### src/rtl/cascade_counter_pkg.sv
// Shared definitions for the cascade_counter block.
//   DIR_UP / DIR_DOWN : encodings of the dir input
//   slice_lo()        : low bit index of stage k inside a packed per-stage bus
package cascade_counter_pkg;

  localparam logic DIR_UP   = 1'b0;
  localparam logic DIR_DOWN = 1'b1;

  function automatic int unsigned slice_lo(input int unsigned k, input int unsigned width);
    return k * width;
  endfunction

endpackage

### src/rtl/cascade_counter_stage.sv
// One digit of the cascade: a WIDTH-bit modulo counter with a run-time maximum.
//   clk, rst       : clock, synchronous active-high reset
//   step           : advance this digit on this edge (already gated by lower digits)
//   dir            : DIR_UP / DIR_DOWN
//   max            : largest value this digit holds
//   load           : parallel load strobe, wins over step
//   load_value     : data for load, saturated to max
//   value          : registered digit value
//   wrap           : registered one-cycle wrap/borrow pulse
//   will_wrap      : combinational, this digit wraps on the coming edge (ripple to next digit)
module counter_stage
  import cascade_counter_pkg::*;
#(
  parameter int WIDTH = 8
) (
  input  logic             clk,
  input  logic             rst,
  input  logic             step,
  input  logic             dir,
  input  logic [WIDTH-1:0] max,
  input  logic             load,
  input  logic [WIDTH-1:0] load_value,
  output logic [WIDTH-1:0] value,
  output logic             wrap,
  output logic             will_wrap
);

  logic [WIDTH-1:0] value_nxt;

  // A digit sitting above a freshly shrunk max counts as "at the top" going up,
  // but going down it is simply clamped to max without a borrow.
  assign will_wrap = step && ((dir == DIR_UP) ? (value >= max) : (value == '0));

  always_comb begin
    value_nxt = value;
    if (dir == DIR_UP) begin
      value_nxt = (value >= max) ? '0 : value + 1'b1;
    end else begin
      if (value == '0)     value_nxt = max;
      else if (value > max) value_nxt = max;
      else                  value_nxt = value - 1'b1;
    end
  end

  always_ff @(posedge clk) begin
    if (rst) begin
      value <= '0;
      wrap  <= 1'b0;
    end else if (load) begin
      value <= (load_value > max) ? max : load_value;
      wrap  <= 1'b0;
    end else if (step) begin
      value <= value_nxt;
      wrap  <= will_wrap;
    end else begin
      wrap  <= 1'b0;
    end
  end

endmodule

### src/rtl/cascade_counter.sv
// Chain of NUM_STAGES modulo digits; a step on digit 0 ripples carries/borrows
// upward within the same clock edge.
//   clk, rst    : clock, synchronous active-high reset
//   inc         : step digit 0 on this edge
//   dir         : 0 = up, 1 = down
//   max         : per-digit maximum, digit k at [k*WIDTH +: WIDTH]
//   load        : parallel load strobe (priority over inc)
//   load_value  : per-digit load data, same packing as max
//   value       : registered digit values, same packing
//   wrap        : registered per-digit wrap/borrow pulses
//   carry_out   : wrap of the most significant digit
module cascade_counter
  import cascade_counter_pkg::*;
#(
  parameter int WIDTH      = 8,
  parameter int NUM_STAGES = 3
) (
  input  logic                          clk,
  input  logic                          rst,
  input  logic                          inc,
  input  logic                          dir,
  input  logic [NUM_STAGES*WIDTH-1:0]   max,
  input  logic                          load,
  input  logic [NUM_STAGES*WIDTH-1:0]   load_value,
  output logic [NUM_STAGES*WIDTH-1:0]   value,
  output logic [NUM_STAGES-1:0]         wrap,
  output logic                          carry_out
);

  // step[k] enables digit k; step[NUM_STAGES] is the unused ripple past the top.
  logic [NUM_STAGES:0] step;

  assign step[0] = inc;

  for (genvar k = 0; k < NUM_STAGES; k++) begin : g_stage
    localparam int LO = slice_lo(k, WIDTH);

    counter_stage #(.WIDTH(WIDTH)) u_stage (
      .clk        (clk),
      .rst        (rst),
      .step       (step[k]),
      .dir        (dir),
      .max        (max[LO +: WIDTH]),
      .load       (load),
      .load_value (load_value[LO +: WIDTH]),
      .value      (value[LO +: WIDTH]),
      .wrap       (wrap[k]),
      .will_wrap  (step[k+1])
    );
  end

  // wrap is already registered, so this is a registered output too.
  assign carry_out = wrap[NUM_STAGES-1];

endmodule

### config.mk
export PLATFORM = sky130hd
export DESIGN_NAME = cascade_counter
export DESIGN_NICKNAME = d
export VERILOG_FILES = /design/src/rtl/cascade_counter_pkg.sv /design/src/rtl/cascade_counter_stage.sv /design/src/rtl/cascade_counter.sv
export SDC_FILE = /design/constraint.sdc
export NUM_CORES = 1
export LEC_CHECK = 0
export CAP_MARGIN = 20
export CORE_UTILIZATION = 53
export DETAILED_ROUTE_END_ITERATION = 12
export PLACE_DENSITY = 0.83
export SLEW_MARGIN = 20
export SYNTH_ARGS = -nofsm -noshare
export SYNTH_HDL_FRONTEND = slang
export SYNTH_SLANG_ARGS = --single-unit
### constraint.sdc
create_clock -name clk -period 3 [get_ports clk]
set_input_delay 0.6 -clock clk [delete_from_list [all_inputs] [get_ports clk]]
set_output_delay 0.6 -clock clk [all_outputs]
set_load 0.02 [all_outputs]
; ---- Word level (Yosys, flattened, before mapping)
; Index checks and enable logic that the tools add are counted.
[word_totals]
regBits = 27
inputBits = 53
out_inout_bits = 28
word_cells = 60
[classes]
n_addsub = 6
n_lt_le_gt_ge = 9
n_mux = 24
bitwise_logic = 3
reduce_logical = 12
[ops]
columns = op, count
row1 = $mux 8, 21
row2 = $gt 8x8->1, 6
row3 = $add 8x1->8 const B, 3
row4 = $ge 8x8->1, 3
row5 = $logic_not 8->1, 3
row6 = $sub 8x1->8 const B, 3
row7 = $reduce_or 3->1, 3
row8 = $reduce_bool 2->1, 3
row9 = $logic_and 1x1->1, 3
row10 = $mux 1, 3
row11 = $not 1->1, 3

; ---- Depth between registers and ports, before layout
[depth]
ltp_word = 6
mapped_depth = 10
depth_no_buf = 9

; ---- Modules after synthesis
; Synthesis repeated with hierarchy kept, for this count alone.
[hier_totals]
cells_unflattened = 508
area_unflattened_um2 = 4222.8
[modules_own_cells]
columns = mod, n_inst, cells_each, area_each_um2, seq_area_each_um2
row1 = counter_stage, 3, 169, 1405.1, 180.2
row2 = cascade_counter, 1, 1, 7.5, 0.0

; ---- Worst setup path before layout
; Ideal clock, no wire load.
[synth_path]
kind = input port to flip-flop
startpoint = in max[11]
endpoint = reg g_stage[1].u_stage.value[5]
setup_time_ns = 0.127
arrival_ns = 2.488
t_required_ns = 2.873
path_slack_ns = 0.385
stages = 9
path_buffers = 0
path_cell_list = inv_1 ha_1 and4b_1 a211o_1 a21oi_1 a31oi_1 mux2_2 a22oi_1 o2bb2ai_1
[synth_between]
elab_chain_len = 6
word_cells_on_any_way = 10
cone_classes = order compare: 3 / mux: 7
[synth_rtl]
columns = element, line
row1 = from (decl), cascade_counter.sv:22  ; input logic [NUM_STAGES*WIDTH-1:0] max,
row2 = $gt 8x8->1, cascade_counter_stage.sv:40  ; else if (value > max) value_nxt = max;
row3 = $mux 8, cascade_counter_stage.sv:40
row4 = $mux 8, cascade_counter_stage.sv:39  ; if (value == '0) value_nxt = max;
row5 = $mux 8, cascade_counter_stage.sv:36  ; if (dir == DIR_UP) begin
row6 = $mux 8, cascade_counter_stage.sv:52  ; end else if (step) begin
row7 = $mux 8 *, cascade_counter_stage.sv:49  ; end else if (load) begin
row8 = to (signal assigned), cascade_counter_stage.sv:50  ; value <= (load_value > max) ? max : load_value;
row9 = to (signal assigned), cascade_counter_stage.sv:53  ; value <= value_nxt;
row10 = to (decl), cascade_counter_stage.sv:23  ; output logic [WIDTH-1:0] value,
; Mark *: on every way between the ends. The rest lies on a longest branch, timed or not. The select of a mux whose other input is x is not followed.
; A chain may end at the register's enable or synchronous reset.

; ---- Final worst setup path
[layout_path]
startpoint = in max[23]
endpoint = reg g_stage[2].u_stage.value[2]
[layout_between]
elab_chain_len = 6
word_cells_on_any_way = 10
cone_classes = order compare: 3 / mux: 7
[layout_rtl]
columns = element, line
row1 = $gt 8x8->1, cascade_counter_stage.sv:40
row2 = $mux 8, cascade_counter_stage.sv:40
row3 = $mux 8, cascade_counter_stage.sv:39
row4 = $mux 8, cascade_counter_stage.sv:36
row5 = $mux 8, cascade_counter_stage.sv:52
row6 = $mux 8 *, cascade_counter_stage.sv:49
row7 = to (signal assigned), cascade_counter_stage.sv:50
row8 = to (signal assigned), cascade_counter_stage.sv:53
row9 = to (decl), cascade_counter_stage.sv:23
; Marks and branches as above.

==> summary.txt <==
Status
  • Result of the run: completed

Synthesis
  • EDFF count, synth: 0
  • Post-synth net total: 621
  • Post-synthesis instance total: 511
  • Post-synthesis register bit count: 27
  • Leading cell types by total area after synthesis: sky130_fd_sc_hd__ha_1, sky130_fd_sc_hd__dfxtp_1, sky130_fd_sc_hd__nand2_1
  • Dominant combinational cell family by area after synthesis: compound AO/OA/AOI/OAI gates
  • Share of cell area taken by muxes after synthesis: 0.0419
  • Cell taking the most area after synthesis: sky130_fd_sc_hd__ha_1
  • Yosys Warn Count: 0
  • Netlist area before placement: 3850 um^2
  • Count leader, synth: sky130_fd_sc_hd__ha_1
  • Portion of synthesized cell area occupied by the leading cell type: 0.185
  • Complex-gate fraction of the synthesized area: 0.276
  • Arithmetic-cell share of the synthesized area counting full adders, half adders and majority gates: 0.185
  • Mean Syn Cell Area: 7.54 um^2
  • Count of different cell masters after synthesis: 68
  • Predominant post-synthesis flop cell: sky130_fd_sc_hd__dfxtp_1
  • Register area share after synthesis: 0.140
  • Most frequent cells after synthesis: sky130_fd_sc_hd__ha_1, sky130_fd_sc_hd__nand2_1, sky130_fd_sc_hd__inv_1, sky130_fd_sc_hd__a21oi_1, sky130_fd_sc_hd__nor2_1
  • Fraction of the mapped netlist area in simple logic gates: 0.222
  • Fraction of registers with async set/reset: 0
  • Xor-xnor portion of the synthesized cell area: 0.0455

Worst setup path
  • Critical path arrival: 2.93 ns
  • Cell with the biggest individual delay on the critical path: sky130_fd_sc_hd__clkdlybuf4s50_1
  • Crit path max-delay family: compound AO/OA/AOI/OAI gates
  • Largest incremental delay on the critical path: 0.48 ns
  • Crit Path Class: in -> reg
  • Startpoint kind of the worst setup timing path: input pin
  • Required time reported for the critical path endpoint: 3.18 ns
  • Kind of end point of the critical path: register
  • Most used cell, CP: sky130_fd_sc_hd__o21ai_0
  • Number of buffers and inverters on the critical path: 2
  • Critical Path, Cell by Cell: clkdlybuf4s50_1 -> inv_1 -> ha_1 -> nand2_1 -> o21ai_0 -> o31ai_1 -> and3_1 -> a221oi_1 -> o21ai_0 -> a221o_1
  • Crit-path max FO: 11

STA
  • Slew headroom: 0.589
  • RSZ-0062 raised after global routing: no
  • Final Hold Violating Endpoints: 0
  • Final setup violation count: 0
  • Tcrit/Tclk final: 0.915
  • Total count of max-transition violations in the final report: 0
  • Time the final worst path needs with I/O delays and setup: around 2.7 ns
  • Setup WS post-layout: 0.254 ns
  • Post-Route Skew: approximately 0.0025 ns
  • Maximum achievable frequency: between 300 and 400 MHz
  • Worst hold slack: 0.624 ns
  • Worst-margin pin slew: between 0.6 and 0.7 ns

Route
  • Drt initial violations: 413
  • Routed wire length per instance: 15.7 um
  • Number of vias per cell: 6.15
  • Total detailed-routing wirelength: 11000 um
  • Vias after detailed routing: approximately 4300
  • Drc violations: 0
  • Pre-antenna DRT Iters: 5
  • Residual antenna-violating net count after detailed routing: 0

Global routing
  • Overflow after GRT: 0
  • Number of global-route vias before repair: 4204
  • Antenna violations before repair: 0
  • Maximum number of pins on one net before global-route repair: 18
  • Total global-route track usage: 0.304
  • First-pass GRT wire length: 18900 um

Floorplan
  • Site Rows: 30
  • Io pins: between 80 and 90
  • Horizontal die dimension: 87.3 um
  • Placeable core region: 6910 um^2
  • Die ar.: 7610 um^2
  • Starting density of the core: 0.558
  • Chip Height: 87.3 um

CTS
  • Buffers inserted during post-CTS setup optimization: 0
  • CTS Root Cell: sky130_fd_sc_hd__clkbuf_8
  • CTS hold repair buffers: 0
  • TritonCTS Buffers: 3
  • Total of cells resized after clock tree synthesis: 0
  • # clock sinks: 27
  • TritonCTS clock tree: yes
  • Clock-pin transition on the worst setup and hold timing paths: 0.11 ns
  • Clock latency on the worst-skew pair: 0.28 ns
  • CTS HTree Levels: 1
  • Buffer depth of the longest clock path: 2

Layout
  • Count of filler cells inserted in the layout: 586
  • Area growth syn-to-layout: 28.4%
  • Layout cells sized above 1: 0.0941
  • NumNets Final: 717
  • Count of antenna diodes in the layout: 0

Pwr
  • PnR Total Power: between 0.0015 and 0.002 W
  • Static Leak: ~2.2 nW
  • Worst supply voltage drop on vdd: 0.194 mV
  • Pwr/cell area: 336 nW/um^2

Placed design
  • Final weighted congestion of routability-driven global placement: 0.931
  • Buffers on Ports: 80
  • Dpl ws: -0.0210 ns
  • Half-perimeter wire length after placement: roughly 9000 um

Job
  • Number of max-capacitance violations reported: 0

Min path
  • Hold crit path type: reg -> reg
==> final timing paths <==
kind | from | to | slack (ns) | depth (start not counted)
max reg2reg | g_stage[0].u_stage.value[3]$_SDFFE_PP0P_ | g_stage[2].u_stage.value[3]$_SDFFE_PP0P_ | 0.47 | 8
min | g_stage[2].u_stage.value[6]$_SDFFE_PP0P_ | g_stage[2].u_stage.value[6]$_SDFFE_PP0P_ | 0.62 | 2
min reg2reg | g_stage[2].u_stage.value[6]$_SDFFE_PP0P_ | g_stage[2].u_stage.value[6]$_SDFFE_PP0P_ | 0.62 | 2
max | max[23] | g_stage[2].u_stage.value[2]$_SDFFE_PP0P_ | 0.25 | 10
==> area by class of cell <==
| cell class | count | area [um^2] | area share |
|---|---|---|---|
| sequential | 27 | 541 | 0.109 |
| clock inverter | 1 | 8.76 | 0.00177 |
| clock buffer | 3 | 41.3 | 0.00835 |
| inverter | 42 | 158 | 0.0319 |
| multi-input combinational | 412 | 2970 | 0.600 |
| tap | 96 | 120 | 0.0243 |
| timing repair buffer | 121 | 1110 | 0.224 |
==> worst min-delay path: cells and delay by family, from the launching register on <==
family,cells,cell delay (ns)
and+or+nand+nor,1,0.09
DFF,1,0.40
AOI/OAI and AO/OA,1,0.09
==> cells by family (layout without fill, tap and decap cells) <==
logic type	Yosys count	after routing
AND/OR/NAND/NOR	167	167
AO/OA/AOI/OAI	152	152
XOR/XNOR	20	20
multiplexers	16	16
buffers and inverters	72	167
adder cells (fa/ha/maj)	57	57
flip-flops	27	27
==> per-layer routing <==
layer,wire length (um),GRT usage,share of wire
met2,5390,0.549,0.49
met3,722,0.0275,0.066
met4,235,0.0864,0.021
met1,4660,0.382,0.42
met5,0,0,0
==> registers in the layout (all words and copies together), names as in the netlist <==
register	count
g_stage.u_stage.value	24
g_stage.u_stage.wrap	3
==> cell usage in the layout, fill, tap and decap left out, types with 7 or more instances in the layout <==
cell / synthesis / routed
sky130_fd_sc_hd__buf_4: 6 / 41
sky130_fd_sc_hd__ha_1: 57 / 57
sky130_fd_sc_hd__o21ai_0: 27 / 27
sky130_fd_sc_hd__mux2i_1: 15 / 15
sky130_fd_sc_hd__o211ai_1: 7 / 7
sky130_fd_sc_hd__nand3_1: 20 / 20
sky130_fd_sc_hd__inv_1: 40 / 40
sky130_fd_sc_hd__a21oi_1: 32 / 32
sky130_fd_sc_hd__xor2_1: 9 / 9
sky130_fd_sc_hd__nor3_1: 28 / 28
sky130_fd_sc_hd__and3_1: 8 / 8
sky130_fd_sc_hd__dfxtp_1: 27 / 27
sky130_fd_sc_hd__o221ai_1: 10 / 10
sky130_fd_sc_hd__a221oi_1: 8 / 8
sky130_fd_sc_hd__nand2_1: 46 / 46
sky130_fd_sc_hd__nor2_1: 31 / 31
sky130_fd_sc_hd__clkdlybuf4s50_1: 0 / 80
sky130_fd_sc_hd__a211o_1: 8 / 8
sky130_fd_sc_hd__xnor2_1: 11 / 11
sky130_fd_sc_hd__a211oi_1: 11 / 11
==> through the flow <==
stage                     std cells   util  TNS (ns)  area (um^2)
final                           702  0.716         0         4940
after global routing            702  0.716         0         4940
after CTS                       702  0.716         0         4940
after detailed placement        698  0.709   -0.0210         4890
after global placement          698  0.709         0         4890
after floorplan                 511      -         0         3850
==> report_power, final <==
part	internal, W	switching, W	leakage [nW]
clock network	0.0000978	0.000133	0.0261
registers	0.000392	0.0000863	0.223
logic	0.000453	0.000500	1.93
total	0.000943	0.000720	2.18
Note: power is estimated with default switching activity, not from simulation.
